**src/rtl/bcd_pkg.sv**
```systemverilog
// Shared definitions for the BCD <-> binary converters: FSM state encoding,
// digit width and the minimum-binary-width helper used by elaboration checks.
package bcd_pkg;

   localparam int BCD_DIGIT_W = 4;

   typedef enum logic [2:0] {
      IDLE,
      CHECK,
      SHIFT,
      ADJUST,
      DONE
   } state_t;

   // Smallest n with 2**n >= 10**num_digits, i.e. enough bits for all-nines.
   function automatic int min_bin_bits(input int num_digits);
      longint unsigned limit;
      int              n;
      limit = 1;
      for (int i = 0; i < num_digits; i++) limit = limit * 10;
      n = 0;
      while ((64'd1 << n) < limit) n++;
      return n;
   endfunction

endpackage

```
**src/rtl/bcd_to_binary_if.sv**
```systemverilog
// Request/response bundle between a BCD digit source and the converter.
// The master presents packed BCD; the slave converts it and returns binary.
interface bcd_to_binary_if
   import bcd_pkg::*;
#(
   parameter int NUM_DIGITS = 4,
   parameter int NUM_BITS   = 14
) ();

   logic [BCD_DIGIT_W*NUM_DIGITS-1:0] packed_bcd_in;
   logic                              packed_bcd_in_valid;
   logic                              packed_bcd_in_ready;
   logic [NUM_BITS-1:0]               binary_out;
   logic                              binary_out_valid;
   logic                              bcd_error;

   modport master (
      output packed_bcd_in,
      output packed_bcd_in_valid,
      input  packed_bcd_in_ready,
      input  binary_out,
      input  binary_out_valid,
      input  bcd_error
   );

   modport slave (
      input  packed_bcd_in,
      input  packed_bcd_in_valid,
      output packed_bcd_in_ready,
      output binary_out,
      output binary_out_valid,
      output bcd_error
   );

endinterface

```
**src/rtl/bcd_to_binary_adjust.sv**
```systemverilog
// One-digit correction step of reverse double dabble: after a right shift a
// digit that reached 8 or more received a borrowed 10 as 16, so take 3 back.
module bcd_digit_adjust
   import bcd_pkg::*;
(
   input  logic [BCD_DIGIT_W-1:0] digit_i,
   output logic [BCD_DIGIT_W-1:0] digit_o
);

   assign digit_o = (digit_i >= BCD_DIGIT_W'(8)) ? digit_i - BCD_DIGIT_W'(3) : digit_i;

endmodule

```
**src/rtl/bcd_to_binary.sv**
```systemverilog
// Sequential packed-BCD to binary converter (reverse double dabble, one result
// bit per SHIFT/ADJUST pair) with illegal-digit detection and valid/ready input.
module bcd_to_binary
   import bcd_pkg::*;
#(
   parameter int NUM_DIGITS = 4,
   parameter int NUM_BITS   = 14
) (
   input  logic          clk,
   input  logic          reset,
   bcd_to_binary_if.slave bus
);

   localparam int                 BCD_W      = BCD_DIGIT_W * NUM_DIGITS;
   localparam int                 COUNT_W    = $clog2(BCD_W + 1);
   localparam logic [COUNT_W-1:0] LAST_COUNT = COUNT_W'(BCD_W);

   if (NUM_DIGITS < 1 || NUM_DIGITS > 8) begin : g_bad_digits
      $error("bcd_to_binary: NUM_DIGITS must be in 1..8");
   end
   if (NUM_BITS < min_bin_bits(NUM_DIGITS) || NUM_BITS > BCD_W) begin : g_bad_bits
      $error("bcd_to_binary: NUM_BITS too small for NUM_DIGITS or wider than the shift register");
   end

   state_t              state_q, state_d;
   logic [BCD_W-1:0]    bcd_q, bcd_d;
   logic [BCD_W-1:0]    bin_q, bin_d;
   logic [COUNT_W-1:0]  count_q, count_d;
   logic                err_q, err_d;
   logic [NUM_BITS-1:0] out_q, out_d;
   logic                out_valid_q, out_valid_d;
   logic                bcd_error_q, bcd_error_d;

   logic [BCD_W-1:0]    adj_bcd;
   logic                digit_bad;

   for (genvar g = 0; g < NUM_DIGITS; g++) begin : g_adjust
      bcd_digit_adjust u_adjust (
         .digit_i (bcd_q[g*BCD_DIGIT_W +: BCD_DIGIT_W]),
         .digit_o (adj_bcd[g*BCD_DIGIT_W +: BCD_DIGIT_W])
      );
   end

   always_comb begin
      digit_bad = 1'b0;
      for (int i = 0; i < NUM_DIGITS; i++) begin
         if (bcd_q[i*BCD_DIGIT_W +: BCD_DIGIT_W] > BCD_DIGIT_W'(9)) digit_bad = 1'b1;
      end
   end

   always_comb begin
      // NOTE: every output of this block is given a default first, so no path
      // through the case statement can leave one unassigned and infer a latch.
      state_d     = state_q;
      bcd_d       = bcd_q;
      bin_d       = bin_q;
      count_d     = count_q;
      err_d       = err_q;
      out_d       = out_q;
      out_valid_d = 1'b0;
      bcd_error_d = bcd_error_q;

      case (state_q)
         IDLE: begin
            if (bus.packed_bcd_in_valid) begin
               bcd_d   = bus.packed_bcd_in;
               bin_d   = '0;
               count_d = '0;
               state_d = CHECK;
            end
         end
         CHECK: begin
            err_d   = digit_bad;
            state_d = digit_bad ? DONE : SHIFT;
         end
         SHIFT: begin
            {bcd_d, bin_d} = {bcd_q, bin_q} >> 1;
            count_d        = count_q + 1'b1;
            state_d        = ADJUST;
         end
         ADJUST: begin
            bcd_d   = adj_bcd;
            state_d = (count_q == LAST_COUNT) ? DONE : SHIFT;
         end
         DONE: begin
            out_d       = err_q ? '0 : bin_q[NUM_BITS-1:0];
            bcd_error_d = err_q;
            out_valid_d = 1'b1;
            state_d     = IDLE;
         end
         default: state_d = IDLE;
      endcase
   end

   always_ff @(posedge clk) begin
      if (reset) begin
         state_q     <= IDLE;
         count_q     <= '0;
         err_q       <= 1'b0;
         out_q       <= '0;
         out_valid_q <= 1'b0;
         bcd_error_q <= 1'b0;
      end else begin
         state_q     <= state_d;
         count_q     <= count_d;
         err_q       <= err_d;
         out_q       <= out_d;
         out_valid_q <= out_valid_d;
         bcd_error_q <= bcd_error_d;
      end
   end

   // NOTE: the shift registers are always loaded on accept before being read,
   // so they carry no reset and sit in their own process without one.
   always_ff @(posedge clk) begin
      bcd_q <= bcd_d;
      bin_q <= bin_d;
   end

   assign bus.packed_bcd_in_ready = (state_q == IDLE);
   assign bus.binary_out          = out_q;
   assign bus.binary_out_valid    = out_valid_q;
   assign bus.bcd_error           = bcd_error_q;

endmodule

```
**src/flat_wrapper.sv**
```systemverilog
// flat-port wrapper written by rule: the top's interface ports become plain ports
module bcd_to_binary_flat import bcd_pkg::*;
#(
   parameter int NUM_DIGITS = 4,
   parameter int NUM_BITS   = 14
)
  (clk, reset, bus_packed_bcd_in, bus_packed_bcd_in_valid, bus_packed_bcd_in_ready, bus_binary_out, bus_binary_out_valid, bus_bcd_error);
  bcd_to_binary_if #(.NUM_DIGITS(NUM_DIGITS), .NUM_BITS(NUM_BITS)) bus_i ();
  input  logic clk;
  input  logic reset;
  input wire logic [$bits(bus_i.packed_bcd_in)-1:0] bus_packed_bcd_in;
  input wire logic [$bits(bus_i.packed_bcd_in_valid)-1:0] bus_packed_bcd_in_valid;
  output wire logic [$bits(bus_i.packed_bcd_in_ready)-1:0] bus_packed_bcd_in_ready;
  output wire logic [$bits(bus_i.binary_out)-1:0] bus_binary_out;
  output wire logic [$bits(bus_i.binary_out_valid)-1:0] bus_binary_out_valid;
  output wire logic [$bits(bus_i.bcd_error)-1:0] bus_bcd_error;
  assign bus_i.packed_bcd_in = bus_packed_bcd_in;
  assign bus_i.packed_bcd_in_valid = bus_packed_bcd_in_valid;
  assign bus_packed_bcd_in_ready = bus_i.packed_bcd_in_ready;
  assign bus_binary_out = bus_i.binary_out;
  assign bus_binary_out_valid = bus_i.binary_out_valid;
  assign bus_bcd_error = bus_i.bcd_error;
  bcd_to_binary #(.NUM_DIGITS(NUM_DIGITS), .NUM_BITS(NUM_BITS)) u_core (.clk(clk), .reset(reset), .bus(bus_i));
endmodule
```
**config.mk**
```make
export PLATFORM = sky130hd
export DESIGN_NAME = bcd_to_binary_flat
export DESIGN_NICKNAME = d
export VERILOG_FILES = /design/src/rtl/bcd_pkg.sv /design/src/rtl/bcd_to_binary_if.sv /design/src/rtl/bcd_to_binary_adjust.sv /design/src/rtl/bcd_to_binary.sv /design/src/flat_wrapper.sv
export SDC_FILE = /design/constraint.sdc
export NUM_CORES = 1
export LEC_CHECK = 0
export CELL_PAD_IN_SITES_DETAIL_PLACEMENT = 1
export CELL_PAD_IN_SITES_GLOBAL_PLACEMENT = 1
export CORE_MARGIN = 1.5
export CORE_UTILIZATION = 48
export CTS_BUF_LIST = sky130_fd_sc_hd__clkbuf_8
export DETAILED_ROUTE_END_ITERATION = 16
export PLACE_DENSITY = 0.95
export SLEW_MARGIN = 0
export SYNTH_ARGS = -nofsm -noshare
export SYNTH_HDL_FRONTEND = slang
export SYNTH_SLANG_ARGS = --single-unit
```
**constraint.sdc**
```tcl
create_clock -name clk -period 2.3 [get_ports clk]
set_input_delay 0.69 -clock clk [delete_from_list [all_inputs] [get_ports clk]]
set_output_delay 0.69 -clock clk [all_outputs]
set_load 0.01 [all_outputs]
```
== Word-level counts from Yosys, hierarchy flattened ==
Cells that the tools add are included.

* Flip-flop bits (word level): 57
* Word-level logic and storage cells: 62
* Output and inout port bits: 17

* Eq/ne operators: 10
* Reductions and logical operators: 8
* Order comparisons: 8
* Muxes and demuxes: 20
* Add/sub/neg operators: 5

{| class="wikitable"
|+ Operator list
! operator !! number
|-
| $pmux 16 s3 || 1
|-
| $mux 16 || 2
|-
| $pmux 16 s2 || 1
|-
| $ge 4x4->1 const B || 4
|-
| $gt 4x4->1 const B || 4
|-
| $mux 4 || 4
|-
| $sub 4x2->4 const B || 4
|-
| $mux 14 || 1
|-
| $pmux 3 s4 || 1
|-
| $reduce_and 3->1 || 4
|-
| $ne 2x2->1 const B || 5
|-
| $pmux 5 s2 || 1
|-
| $mux 3 || 3
|-
| $eq 3x2->1 const B || 2
|-
| $add 5x1->5 const B || 1
|-
| $eq 5x5->1 const B || 1
|-
| $mux 1 || 5
|-
| $mux 5 || 1
|-
| $eq 3x1->1 const B || 1
|-
| $eq 3x3->1 const B || 1
|-
| $logic_not 3->1 || 1
|-
| $reduce_bool 3->1 || 1
|-
| $reduce_and 2->1 || 1
|-
| $reduce_bool 2->1 || 1
|}

== Logic depth before layout (Yosys ltp) ==
Gate-level depths: netlist (run 1).

* Depth after elaboration: 7
* Gate-level depth with buffers: 7
* Depth with buffers taken out: 6

== Cells and area by module ==
From an unflattened synthesis (run 1), not the netlist that was laid out.

* Cells, all modules: 275
* Area, all modules: 2792.7 sq um

{| class="wikitable"
|+ Modules (own cells, without submodules)
! module !! area each (sq um) !! instances !! cells each
|-
| bcd_to_binary || 2487.4 || 1 || 231
|-
| bcd_digit_adjust || 76.3 || 4 || 11
|}

== Worst setup path before layout (run 1) ==
OpenSTA, ideal clock, no wires.

* Kind: reg-to-output
* Start point: register u_core.state_q[0]
* End point: output port bus_packed_bcd_in_ready
* Arrival: 0.917 ns
* Data required time: 1.610 ns
* Stages on the path, launching flop included: 4
* Buffers on the path: 2
* Setup slack: 0.693 ns
* Path through: dfxtp_1 > buf_6 > buf_2 > nor3_1

* Word-level cells in the longest chain between the ends: 1

{| class="wikitable"
|+ RTL lines
! item !! RTL line !! source
|-
| from (decl) || bcd_to_binary.sv:25 || <nowiki>state_t state_q, state_d;</nowiki>
|-
| from (signal assigned) || bcd_to_binary.sv:104 || <nowiki>state_q <= state_d;</nowiki>
|-
| $logic_not 3->1 || bcd_to_binary.sv:120 || <nowiki>assign bus.packed_bcd_in_ready = (state_q == IDLE);</nowiki>
|-
| to (decl) || flat_wrapper.sv:13 || <nowiki>output wire logic [$bits(bus_i.packed_bcd_in_ready)-1:0] bus_packed_bcd_in_ready;</nowiki>
|}

No other way between the ends.

== Worst setup path after layout (run 1) ==
Same ends and word-level chain as after synthesis.

==> impl_metrics.toml, run 1 <==
[finish]
layout_commonest_cell = "nand2_1"
final_area_um2 = 3480
n_fill_cell = 638
final_cell_mix = "41 x nand2_1, 35 x clkdlybuf4s50_1, 32 x edfxtp_1"
fin_nets = 359
n_antenna_cell = 0
area_delta_synth_final_pct = 21.5
drive_gt1_share_pct = 8.87

[synthesis]
synth_compound_area_share_pct = 12.8
synth.avg_cell_area_um2 = 10.1
synthSimpleGateAreaFrac_pct = 17.7
synth_warnings = 0
synth_mux_area_share_pct = 3.49
ys_ff_latch = 57
syn_area_um2 = 2870
synth-edff-count = 32
synth-main-ff-cell = "edfxtp_1"
synthAdderAreaFrac_pct = 7.85
synthCells = 284
async_flop_share_pct = 0
synth_fp_nets = 321
synth_xor_area_share_pct = 2.44
synth_top_family_by_area = "simple AND/OR/NAND/NOR gates"
ys_types = 36
ys_seq_area_share_pct = 50.9

[critical_path]
cp.arrival_ps = 1480
required_ps = 1610
critPathLaunchType = "flop"
critPathBufInv = 1
cp_cell_sequence = "nor3_1 > clkdlybuf4s50_1"
cp_top_family = "buffers and inverters"
path_max_fanout = 2
slowest_stage = "clkdlybuf4s50_1"
critPathMaxStageDelay_ps = 580
path_class = "reg -> out"
crit_path_end_kind = "output pin"

[cts]
clock_sinks = 57
cts_root_buf = "clkbuf_8"
path_clk_slew_ps = 70
numCtsBuffers = 9
clock_tree.buffer_depth = 2
cts_tree = "yes"
post_cts_buffers = 0
clk_latency_ps = 340
hold_buffers = 0
cts_resized = 0
h-tree-depth = 3

[global_routing]
antenna_found_initial = 0
grt_pass1_wl_mm = 11.2
grtUsageMet2_pct = 43.5
grt_overflow = 0
busiest_layer = "met2"
first_global_vias = 2332
met3_usage_pct = 7.84
grt_start_max_net_pins = 33
grt_usage_pct = 23.6
use_met1_pct = 24.6

[timing]
fmax_mhz = 462
period_needed_ps = 2170
maxSlewHeadroom_pct = 62.5
fin_worst_skew_ps = 9.51
final-hold-violation-count = 0
slew_violations = 0
setup_viol_count_final = 0
fin_crit_sh_pct = 94.1
rsz0062_at_grt = "false"
worst_pin_slew_ps = 562
fin_setup_tns_ps = 0

[routing]
routed_wl_mm = 6.64
drcViolationCount = 0
drtAntennaViolNets = 0
via_per_inst = 5.51
firstDrtPassIters = 4
routedWlPerCell_um = 16.7
dr_total_vias = 2200
drtIter0Drc = 90

[job]
cap_viol_max_count = 0

[place]
gp_congestion = 0.766
hpwl_mm = 4.68
port_buffers = 35
dpl_cell_area_um2 = 3300

[pwr]
ir_worst_vdd_mv = 0.519
leakage_nw = 1.34
power_density_nw_per_um2 = 695

[die]
start_util_pct = 50.9
die_w_um = 80.3
core_um2 = 5640
pin_count = 36
die-area_um2 = 6450
rows = 27
die_h_um = 80.3

[min_path]
worstHoldPathType = "reg -> reg"

[run_status]
run_status = "finished clean"
-- state kept, by name, indices dropped and copies added, names as in the netlist --
register / flops
u_core.bus.binary_out: 14
u_core.bus.bcd_error: 1
u_core.count_q: 5
u_core.err_q: 1
u_core.bin_q: 16
u_core.bcd_q: 16
u_core.bus.binary_out_valid: 1
u_core.state_q: 3
-- power by group --
part / total [mW] / internal [mW] / leakage, nW / switching [mW]
logic: 0.317 / 0.144 / 0.723 / 0.173
registers: 1.21 / 1.15 / 0.517 / 0.0591
clock network: 0.893 / 0.490 / 0.101 / 0.403
-- stage by stage --
stage                     util, %  instances  setup slack, ps  total power [mW]  hold WS [ps]
after floorplan                 -        284              693              1.41           473
after global placement       58.5        383              222              1.52           438
after detailed placement     58.5        383              113              1.55           452
after CTS                    61.8        399              108              2.44           461
after global routing         61.8        399              105              2.53           484
final                        61.8        399              135              2.42           461
-- metal layers --
metal / wire [um] / part of all wire (%)
met1: 2550 / 38
met2: 3680 / 55
met3: 258 / 3.9
met4: 150 / 2.3
met5: 0 / 0
-- cell usage after synthesis (10+ instances only) --
cell	n	area, um^2
nand2_1	41	154
mux2i_1	10	100
nand3b_1	15	113
and2_1	17	106
ha_1	18	225
nor2_1	16	60.1
dfxtp_1	25	500
inv_1	12	45.0
a21oi_1	28	140
o21ai_0	23	115
edfxtp_1	32	961
-- layout make-up --
type	count	area (um^2)	share of cell area (%)
tap	72	90.1	2.59
inverter	12	45.0	1.29
clock buffer	9	124	3.55
multi-input combinational	198	1270	36.5
clock inverter	7	62.6	1.80
sequential	57	1460	41.9
timing repair buffer	44	430	12.4
-- kinds of logic after synthesis --
logic type               count (synthesis)
multiplexers                            10
XOR/XNOR                                 8
buffers and inverters                   29
AND/OR/NAND/NOR                         99
flip-flops                              57
adder cells (fa/ha/maj)                 18
AO/OA/AOI/OAI                           63
-- worst paths after layout --
| path | from | endpoint | slack, ps | cells past startpoint |
|---|---|---|---|---|
| max | u_core.state_q[0] | bus_packed_bcd_in_ready | 130 | 2 |
| min | u_core.bus.binary_out[2] | u_core.bus.binary_out[2] | 460 | 2 |
| max reg2reg | u_core.bcd_q[8] | u_core.err_q | 550 | 6 |
| min reg2reg | u_core.bus.binary_out[2] | u_core.bus.binary_out[2] | 460 | 2 |
-- worst min-delay path, delay by kind of cell (launching register included) --
kind / cells / cell delay [ps]
and+or+nand+nor: 1 / 50
DFF: 1 / 310
AOI/OAI and AO/OA: 1 / 50
No activity file was read; power rests on OpenSTA's default activity.
==> run 2: changes to the inputs <==
Settings changed: CORE_MARGIN 1.5 to 4.
==> run 2 against run 1 <==
Hold slack got worse by 5.1 ps. Core utilization increased by 0.13 points. Maximum frequency increased by 2.2%. Count of clock-buffer cells in the layout increased by 1. Clock skew decreased by 4.6 ps. Flip-flop and latch count unchanged. Power increased by 2.2%. Global-route usage decreased by 3.0 points. Routed wire length increased by 3.6%. Setup slack improved by 46 ps. Largest cell class unchanged. Highest routed layer unchanged.
==> impl_metrics.toml, run 2 (synthesis results as in run 1) <==
[cts]
cts_tree = "yes"
cts_resized = 0
h-tree-depth = 3
hold_buffers = 0
cts_root_buf = "clkbuf_8"
post_cts_buffers = 0
clk_latency_ps = 340
path_clk_slew_ps = 70
numCtsBuffers = 9
clock_sinks = 57
clock_tree.buffer_depth = 2

[place]
port_buffers = 35
preCtsSetupSlack_ps = 122
gp_congestion = 0.724
hpwl_mm = 4.75

[timing]
worst_pin_slew_ps = 654
period_needed_ps = 2120
fmax_mhz = 472
fin_setup_tns_ps = 0
fin_crit_sh_pct = 92.2
setup_viol_count_final = 0
maxSlewHeadroom_pct = 56.3
fin_worst_skew_ps = 4.95
worst_slack_ps = 181
slew_violations = 0
rsz0062_at_grt = "false"
final-hold-violation-count = 0

[critical_path]
cp.depth = 2
cp.arrival_ps = 1430
slowest_stage = "clkdlybuf4s50_1"
path_max_fanout = 2
critPathLaunchType = "flop"
crit_path_end_kind = "output pin"
required_ps = 1610
cp_cell_sequence = "nor3_1 > clkdlybuf4s50_1"
path_class = "reg -> out"
r2r_cells = 6
critPathMaxStageDelay_ps = 570
cp_top_family = "buffers and inverters"
critPathBufInv = 1

[finish]
layout_commonest_cell = "nand2_1"
area_delta_synth_final_pct = 21.7
n_antenna_cell = 0
final_cell_mix = "41 x nand2_1, 35 x clkdlybuf4s50_1, 32 x edfxtp_1"
fin_nets = 359
drive_gt1_share_pct = 9.17
n_fill_cell = 616

[routing]
routed_wl_mm = 6.88
drcViolationCount = 0
routedWlPerCell_um = 17.3
dr_total_vias = 2198
firstDrtPassIters = 4
via_per_inst = 5.51
drtIter0Drc = 85
drtAntennaViolNets = 0

[pwr]
total_power_mw = 2.47
switching_share_pct = 26.5
ir_worst_vdd_mv = 0.394
power_density_nw_per_um2 = 709
leakage_nw = 1.35
p_sw_uw = 657
p_int_mw = 1.82
power_frac_comb_pct = 13.0
clkPwrFrac_pct = 38.1
seqPwrFrac_pct = 49.0

[die]
die_w_um = 85.3
pin_count = 36
rows = 27
die_h_um = 85.3
start_util_pct = 50.9
core_um2 = 5640
die-area_um2 = 7280

[global_routing]
grt_overflow = 0
grt_start_max_net_pins = 33
first_global_vias = 2438
grt_usage_pct = 20.6
grt_pass1_wl_mm = 11.6
antenna_found_initial = 0

[job]
cap_viol_max_count = 0

[min_path]
holdPathStages = 2
worstHoldPathType = "reg -> reg"

[run_status]
run_status = "finished clean"
[run 2: through the flow]
stage          hold WS (ps)  utilization (%)  cells  area (um^2)
6_report                456             61.9    399         3490
2_1_floorplan           473                -    284         2870
3_3_place_gp            438             58.5    383         3300
4_1_cts                 456             61.9    399         3490
3_5_place_dp            448             58.5    383         3300
5_1_grt                 482             61.9    399         3490
[run 2: path summary, 6_finish.rpt]
check	slack, ps	from	end
max reg2reg	570	u_core.bcd_q[0]	u_core.state_q[1]
max	180	u_core.state_q[0]	bus_packed_bcd_in_ready
min	460	u_core.bus.binary_out[7]	u_core.bus.binary_out[7]
min reg2reg	460	u_core.bus.binary_out[7]	u_core.bus.binary_out[7]
[run 2: final cells by class]
| class | count | area (um^2) | area share, % |
|---|---|---|---|
| sequential | 57 | 1460 | 41.8 |
| clock buffer | 10 | 138 | 3.94 |
| clock inverter | 6 | 56.3 | 1.61 |
| tap | 72 | 90.1 | 2.58 |
| inverter | 12 | 45.0 | 1.29 |
| multi-input combinational | 198 | 1270 | 36.4 |
| timing repair buffer | 44 | 430 | 12.3 |
[run 2: power groups by stage]
stage               logic, mW  registers [mW]  clock network (mW)
floorplan               0.196            1.21                   0
global placement        0.295            1.22                   0
detailed placement      0.320            1.23                   0
CTS                     0.324            1.21               0.955
global route            0.360            1.22                1.00
finish                  0.321            1.21               0.942
[run 2: layer usage]
layer	global-route usage [%]	wire (um)	up-vias
li1	-	-	1050
met1	21.3	2710	1081
met2	38.8	3720	48
met3	5.15	290	19
met4	8.92	168	0
met5	0	0	-
[run 2: tightest hold or removal path, cell delays in order (launching register included)]
cell and delay (ps):
dfxtp_1 310, nand2_1 50, a21oi_1 50
